===== src/rtl/wb_regfile.sv =====
// Purpose: write-back register file; 32 GPRs (r0 hardwired to zero), HI/LO pair, two GPR read ports, one HI/LO read port.
// Latency: writes commit on the rising edge of clk; reads are combinational (0 cycles). Optional bypass is controlled by macro WB_BYPASS_EN.
// Backpressure: none. A write is accepted on every cycle it is presented; stalls arrive upstream as we=0 / whilo=0.
module wb_regfile #(
    parameter int DATA_W = 32,
    parameter int ADDR_W = 5,
    parameter int NREGS  = 32
) (
    input  logic              clk,
    input  logic              rst,
    input  logic              we,
    input  logic [ADDR_W-1:0] waddr,
    input  logic [DATA_W-1:0] wdata,
    input  logic              whilo,
    input  logic [DATA_W-1:0] hi_i,
    input  logic [DATA_W-1:0] lo_i,
    input  logic              re1,
    input  logic [ADDR_W-1:0] raddr1,
    output logic [DATA_W-1:0] rdata1,
    input  logic              re2,
    input  logic [ADDR_W-1:0] raddr2,
    output logic [DATA_W-1:0] rdata2,
    output logic [DATA_W-1:0] hi_o,
    output logic [DATA_W-1:0] lo_o
);

`ifdef WB_BYPASS_EN
    // Same-cycle write data is forwarded to readers, so decode needs no WB-to-ID stall.
    localparam logic BYPASS = 1'b1;
`else
    // Readers only ever see stored state; decode must stall one cycle on a WB-to-ID match.
    localparam logic BYPASS = 1'b0;
`endif

    logic [DATA_W-1:0] regs [NREGS];
    logic [DATA_W-1:0] hi_q;
    logic [DATA_W-1:0] lo_q;

    // A GPR write to address zero is dropped, which keeps r0 permanently zero.
    logic gpr_wr;
    assign gpr_wr = we && (waddr != '0);

    // GPR storage: cleared by reset, one write per edge.
    always_ff @(posedge clk or posedge rst) begin
        if (rst) begin
            for (int i = 0; i < NREGS; i++) begin
                regs[i] <= '0;
            end
        end else if (gpr_wr) begin
            regs[waddr] <= wdata;
        end
    end

    // HI and LO always update together.
    always_ff @(posedge clk or posedge rst) begin
        if (rst) begin
            hi_q <= '0;
            lo_q <= '0;
        end else if (whilo) begin
            hi_q <= hi_i;
            lo_q <= lo_i;
        end
    end

    // Read port 1: reset, disable and r0 force zero; then optional bypass; then stored value.
    always_comb begin
        rdata1 = '0;
        if (rst || !re1 || (raddr1 == '0)) begin
            rdata1 = '0;
        end else if (BYPASS && gpr_wr && (waddr == raddr1)) begin
            rdata1 = wdata;
        end else begin
            rdata1 = regs[raddr1];
        end
    end

    // Read port 2: resolved independently with the same priority as port 1.
    always_comb begin
        rdata2 = '0;
        if (rst || !re2 || (raddr2 == '0)) begin
            rdata2 = '0;
        end else if (BYPASS && gpr_wr && (waddr == raddr2)) begin
            rdata2 = wdata;
        end else begin
            rdata2 = regs[raddr2];
        end
    end

    // HI/LO read: zero in reset, optional same-cycle bypass, else stored pair.
    always_comb begin
        hi_o = '0;
        lo_o = '0;
        if (rst) begin
            hi_o = '0;
            lo_o = '0;
        end else if (BYPASS && whilo) begin
            hi_o = hi_i;
            lo_o = lo_i;
        end else begin
            hi_o = hi_q;
            lo_o = lo_q;
        end
    end

endmodule

===== config.mk =====
export PLATFORM = sky130hd
export DESIGN_NAME = wb_regfile
export DESIGN_NICKNAME = d
export VERILOG_FILES = /design/src/rtl/wb_regfile.sv
export SDC_FILE = /design/constraint.sdc
export NUM_CORES = 2
export LEC_CHECK = 0
export BUFFER_PORTS_ARGS = -buffer_cell sky130_fd_sc_hd__buf_2
export CAP_MARGIN = 25
export CORE_MARGIN = 2
export CORE_UTILIZATION = 30
export DETAILED_ROUTE_END_ITERATION = 6
export GPL_ROUTABILITY_DRIVEN = 0
export PLACE_DENSITY_LB_ADDON = 0.12
export SETUP_SLACK_MARGIN = 0.15
export SLEW_MARGIN = 10
export SYNTH_ARGS = -nofsm -noshare
export SYNTH_HDL_FRONTEND = slang
export SYNTH_SLANG_ARGS = --single-unit

===== constraint.sdc =====
create_clock -name clk -period 34.6 [get_ports clk]
set_input_delay 1.73 -clock clk [delete_from_list [all_inputs] [get_ports clk]]
set_output_delay 1.73 -clock clk [all_outputs]
set_load 0.02 [all_outputs]

* After elaboration in Yosys (flattened, before gate mapping)
Cells that the tools add are included.
** Word-level totals
- Register bits :: 1088
- Input port bits :: 117
- Output and inout bits :: 128
- Word-level logic and storage cells :: 65
** Cells by class
- Order comparisons :: 4
- Multiplexer cells :: 13
- Bitwise logic cells :: 3
- Reductions and logical operators :: 11
** Operators by type and width (number)
- bitwise mux 1024 bit :: 1
- binary-select mux 32 bit (select 5 bit) :: 2
- 2-to-1 mux 32 bit :: 9
- demux 32 bit (select 5 bit) :: 1
- >= comparator 6 bit (second input constant) :: 3
- inverter 5 -> 6 bit :: 3
- zero test 5 bit :: 2
- < comparator 6 x 1 -> 1 bit (second input constant) :: 1
- nonzero test 5 bit :: 1
- logical OR 1 bit :: 4
- logical AND 1 bit :: 2
- zero test 1 bit :: 2

* Depth between registers and ports, before layout
- Word-level depth :: 6
- Gate-level depth with buffers :: 9
- Mapped depth without buffers :: 4

* Worst setup path before layout
OpenSTA, ideal clock, no wires.
- Path kind :: input to output
- From :: input rst
- To :: output rdata2[30]
- Arrival :: 27.020 ns
- Data required time :: 32.870 ns
- Slack :: 5.850 ns
- Stages on the path :: 6
- Path buffers :: 2
- Path through :: inv_1 -> and3_1 -> buf_1 -> buf_1 -> nand3_1 -> a32oi_1
** On the way
- Word-level cells in the longest chain between the ends :: 3
** RTL lines
- from (decl) :: line 10 : input logic rst,
- logical OR 1 bit (2 in series) :: line 80 : if (rst || !re2 || (raddr2 == '0)) begin
- 2-to-1 mux 32 bit :: line 80
- to (decl) :: line 22 : output logic [DATA_W-1:0] rdata2,
No other way between the ends.

* Worst setup path after layout
- From :: input raddr2[2]
- To :: output rdata2[18]
** On the way
- Word-level cells in the longest chain between the ends :: 5
- Elaborated cells on any way between the ends :: 7
- Classes of those cells :: mux (4); bitwise (1); reduce/logical (2)
** RTL lines
- from (decl) :: line 21 : input logic [ADDR_W-1:0] raddr2,
- inverter 5 -> 6 bit (implied by the code) :: line 85 : rdata2 = regs[raddr2];
- binary-select mux 32 bit (select 5 bit) :: line 85
- 2-to-1 mux 32 bit (implied by the code) (2 in series) :: line 85
- 2-to-1 mux 32 bit (*) :: line 80
Every way passes the cells marked *; elsewhere a longest branch is shown, timed or not. The select of a mux whose other input is x is not followed.

==> summary.md <==
| Metric | Value |
|---|---|
| Run status | completed |
| Clock-pin slew on the worst setup and hold paths | 0.05 ns |
| Crit path kind | in -> out |
| Clock share of power | 0.385 |
| Proportion of synthesized flip-flops having asynchronous set or reset | 1.000 |
| Number of buffers created by CTS | roughly 140 |
| Htree depth | 4 |
| Leftover overflow at the end of global routing | 0 |
| Switching power as a share of total power | 0.2789 |
| Count of placed standard cells including taps | roughly 6600 |
| Leading cell type by number of instances after synthesis | sky130_fd_sc_hd__mux2_2 |
| Cell type with the largest total area after synthesis | sky130_fd_sc_hd__dfrtp_1 |
| Maximum clock insertion buffer count | 3 |
| Vias | around 38000 |
| Sum of net half-perimeters after detailed placement | approximately 130000 um |
| Number of antenna violations at the first check in global routing | 19 |
| Core box area | 0.1928 mm2 |
| Final non-filler cell total | 6807 |
| Detailed Route Iter0 Violations | around 2500 |
| Sum Neg Setup Slack | 0 ns |
| Vias/cell | between 5 and 6 |
| Ranking of synthesized cells by area | sky130_fd_sc_hd__dfrtp_1 47%, sky130_fd_sc_hd__mux2_2 22%, sky130_fd_sc_hd__mux4_2 10%, sky130_fd_sc_hd__mux2i_1 7.6%, sky130_fd_sc_hd__a22oi_1 2.0% |
| Final core occ | 0.3436 |
| Post-cts sizing count | 0 |
| Shortest clock period the worst path allows after layout | around 8.7 ns |
| WL final | approximately 230000 um |
| Fin Clk Skew | 0 ns |
| Number of buffers inserted by hold repair at cts | 0 |
| Number of enable flip-flop cells after synthesis | 0 |
| Number of warnings printed during yosys synthesis | 0 |
| Combined area of all synthesized cells | approximately 0.058 mm2 |
| Detailed-route wire length per cell | between 30 and 40 um |
| Reg power frac | 0.427 |
| Maximum clock frequency | 0.1148 GHz |
| Portion of the clock cycle consumed by the worst path in the final layout | 0.2518 |
| Overall die width | 444.7 um |
| Post-synth top cells | 1154 x sky130_fd_sc_hd__mux2_2, 1088 x sky130_fd_sc_hd__dfrtp_1, 440 x sky130_fd_sc_hd__mux2i_1 |
| Remaining DRCs | 0 |
| Unrepaired setup endpoints after global routing | false |
| Largest fanout on the critical path | a little under 60 |
| Root Buffer | sky130_fd_sc_hd__clkbuf_16 |
| Distinct cell type count of the synthesized netlist | 41 |
| Final Hold Vio Count | 0 |
| Clock net sink count | 1088 |
| Number of pins with negative max-slew slack in the final report | 0 |
| Via count of the first global-routing pass | ~40000 |
| Cell-internal power | 2842 uW |
| Lkg Pwr | approximately 0.029 uW |
| Number of setup violations in the final report | 0 |
| Transition at the pin with the smallest max-transition slack | about 1.1 ns |
| Post-route standard cell area excluding fillers | between 0.06 and 0.07 mm2 |
| Top-area cell type share of the netlist area | 0.4673 |
| Initial core utilization | 0.3022 |
| Site Rows | 161 |
| IR Drop Worst-Case VDD | between 0.05 and 0.06 mV |
| Top-Level Pins | roughly 250 |
| Area growth syn-to-layout | 13.70% |
| Global-route wire length before repair | around 320000 um |
| First-pass detailed-route iteration total | 5 |
| Startpoint Class | input pin |
| Overall die height | around 440 um |
| Share of layout cells above drive strength 1 | 0.4720 |
| Synthesized netlist cell count | between 4000 and 5000 |
| Die Footprint | a little under 0.2 mm2 |
| Aggregate global-route resource usage | 0.2295 |
| Final-stage net count | between 4000 and 5000 |
| Pwr/cell area | just under 60 mW/mm2 |
| Worst-case headroom to the max-slew limit | 0.2529 |
| Combinational group share of total power | 0.189 |
| Maximum number of pins on one net before global-route repair | around 160 |
| Post-CTS repair timing setup buffer count | 0 |
| WP data required | roughly 33 ns |
| Count of antenna-violating nets left after detailed routing | 0 |
| TritonCTS clock tree | built |
| Cell area after placement | ~0.062 mm2 |
| Worst Setup End Kind | output pin |
| Sequential element share of the synthesized area | 0.4673 |
| Data arrival time of the critical path | 6.98 ns |
| Net count after synthesis | around 4300 |
| Synth Flop Type | sky130_fd_sc_hd__dfrtp_1 |
| Net switching power | between 1000 and 1500 uW |
| Post-Synthesis Mean Instance Area | roughly 14 um2 |
| Hold crit path type | reg -> reg |
| Clk_lat worst skew | roughly 0.78 ns |
| I/O Buffers | approximately 240 |
| Number of flip-flops and latches in the synthesized netlist | 1088 |
| Max-Cap Viols | 0 |
==> critical path, cell delays in order <==
cell	delay, ns
sky130_fd_sc_hd__buf_8	0.42
sky130_fd_sc_hd__buf_4	0.79
sky130_fd_sc_hd__buf_4	0.67
sky130_fd_sc_hd__buf_4	0.61
sky130_fd_sc_hd__buf_4	0.84
sky130_fd_sc_hd__mux2i_1	0.16
sky130_fd_sc_hd__a221oi_1	0.32
sky130_fd_sc_hd__o21ai_1	0.11
sky130_fd_sc_hd__a32oi_1	0.69
sky130_fd_sc_hd__buf_2	0.30
==> worst paths after layout <==
check | start | endpoint | slack [ns] | depth (start not counted)
setup / recovery | raddr2[2] | rdata2[18] | 25.89 | 10
hold / removal | regs[1015] | regs[1015] | 0.39 | 0
setup reg to reg | lo_q[5] | lo_q[5] | 33.74 | 1
hold reg to reg | regs[1015] | regs[1015] | 0.39 | 0
max in group asynchronous | rst | regs[400] | 30.54 | 5
min in group asynchronous | rst | regs[690] | 1.15 | 2
==> flip-flops by register name, summed over array words and instances, names as in the netlist <==
name,cells
regs,1024
lo_q,32
hi_q,32
==> cells in the final DEF (no fill, tap or decap), drive strengths merged <==
cell      instances
a211o             2
a21oi            52
a221oi           58
a22oi           156
a31oi            14
a32oi            62
and2              6
and3              3
and3b             1
buf             341
bufinv           12
clkbuf          208
clkinv           10
clkinvlp          1
dfrtp          1088
diode             6
inv              10
mux2           1154
mux2i           440
mux4            294
nand2            70
nand2b           34
nand3            86
nand3b            6
nand4             2
nor2             23
nor2b            73
nor3              3
nor3b             4
nor4              2
o21ai            58
or2               1
or3b              1
==> kinds of logic after synthesis <==
family,Yosys count,share of synthesized area
AO/OA/AOI/OAI,402,0.04940
flip-flops,1088,0.4673
buffers and inverters,465,0.04044
AND/OR/NAND/NOR,315,0.02831
multiplexers,1888,0.4145
==> layer usage <==
metal  part of all wire  vias to the layer above  global-route usage
met3              0.044                      313             0.03591
met1               0.45                    20970              0.3097
li1                   -                    15860                   -
met2               0.48                     1087              0.3785
met5            0.00027                        -                   0
met4              0.029                        8             0.06970
==> power by group through the flow <==
stage,Clock (uW),Combinational [uW],Sequential [uW]
5_1_grt,1600,799,1710
4_1_cts,1560,750,1680
3_5_place_dp,0,747,1700
6_report,1520,744,1680
3_3_place_gp,0,739,1690
2_1_floorplan,0,575,1650
==> area by class of cell <==
class                      count  area (um2)
clock buffer                 207        4193
antenna                        6       15.01
clock inverter                30       490.5
inverter                       3       18.77
tap                         2526        3161
timing repair buffer         342        2122
sequential                  1088       27230
multi-input combinational   2605       29010
fill                       18570      126500
==> stage by stage <==
stage	hold slack [ns]	power (uW)	setup WS [ns]
final	0.3946	3941	25.89
after global routing	0.4110	4117	25.73
after CTS	0.3966	3981	25.81
after detailed placement	0.3837	2444	25.82
after global placement	0.3778	2432	25.84
after floorplan	0.4413	2221	2.215
Note: power is estimated with default switching activity, not from simulation.
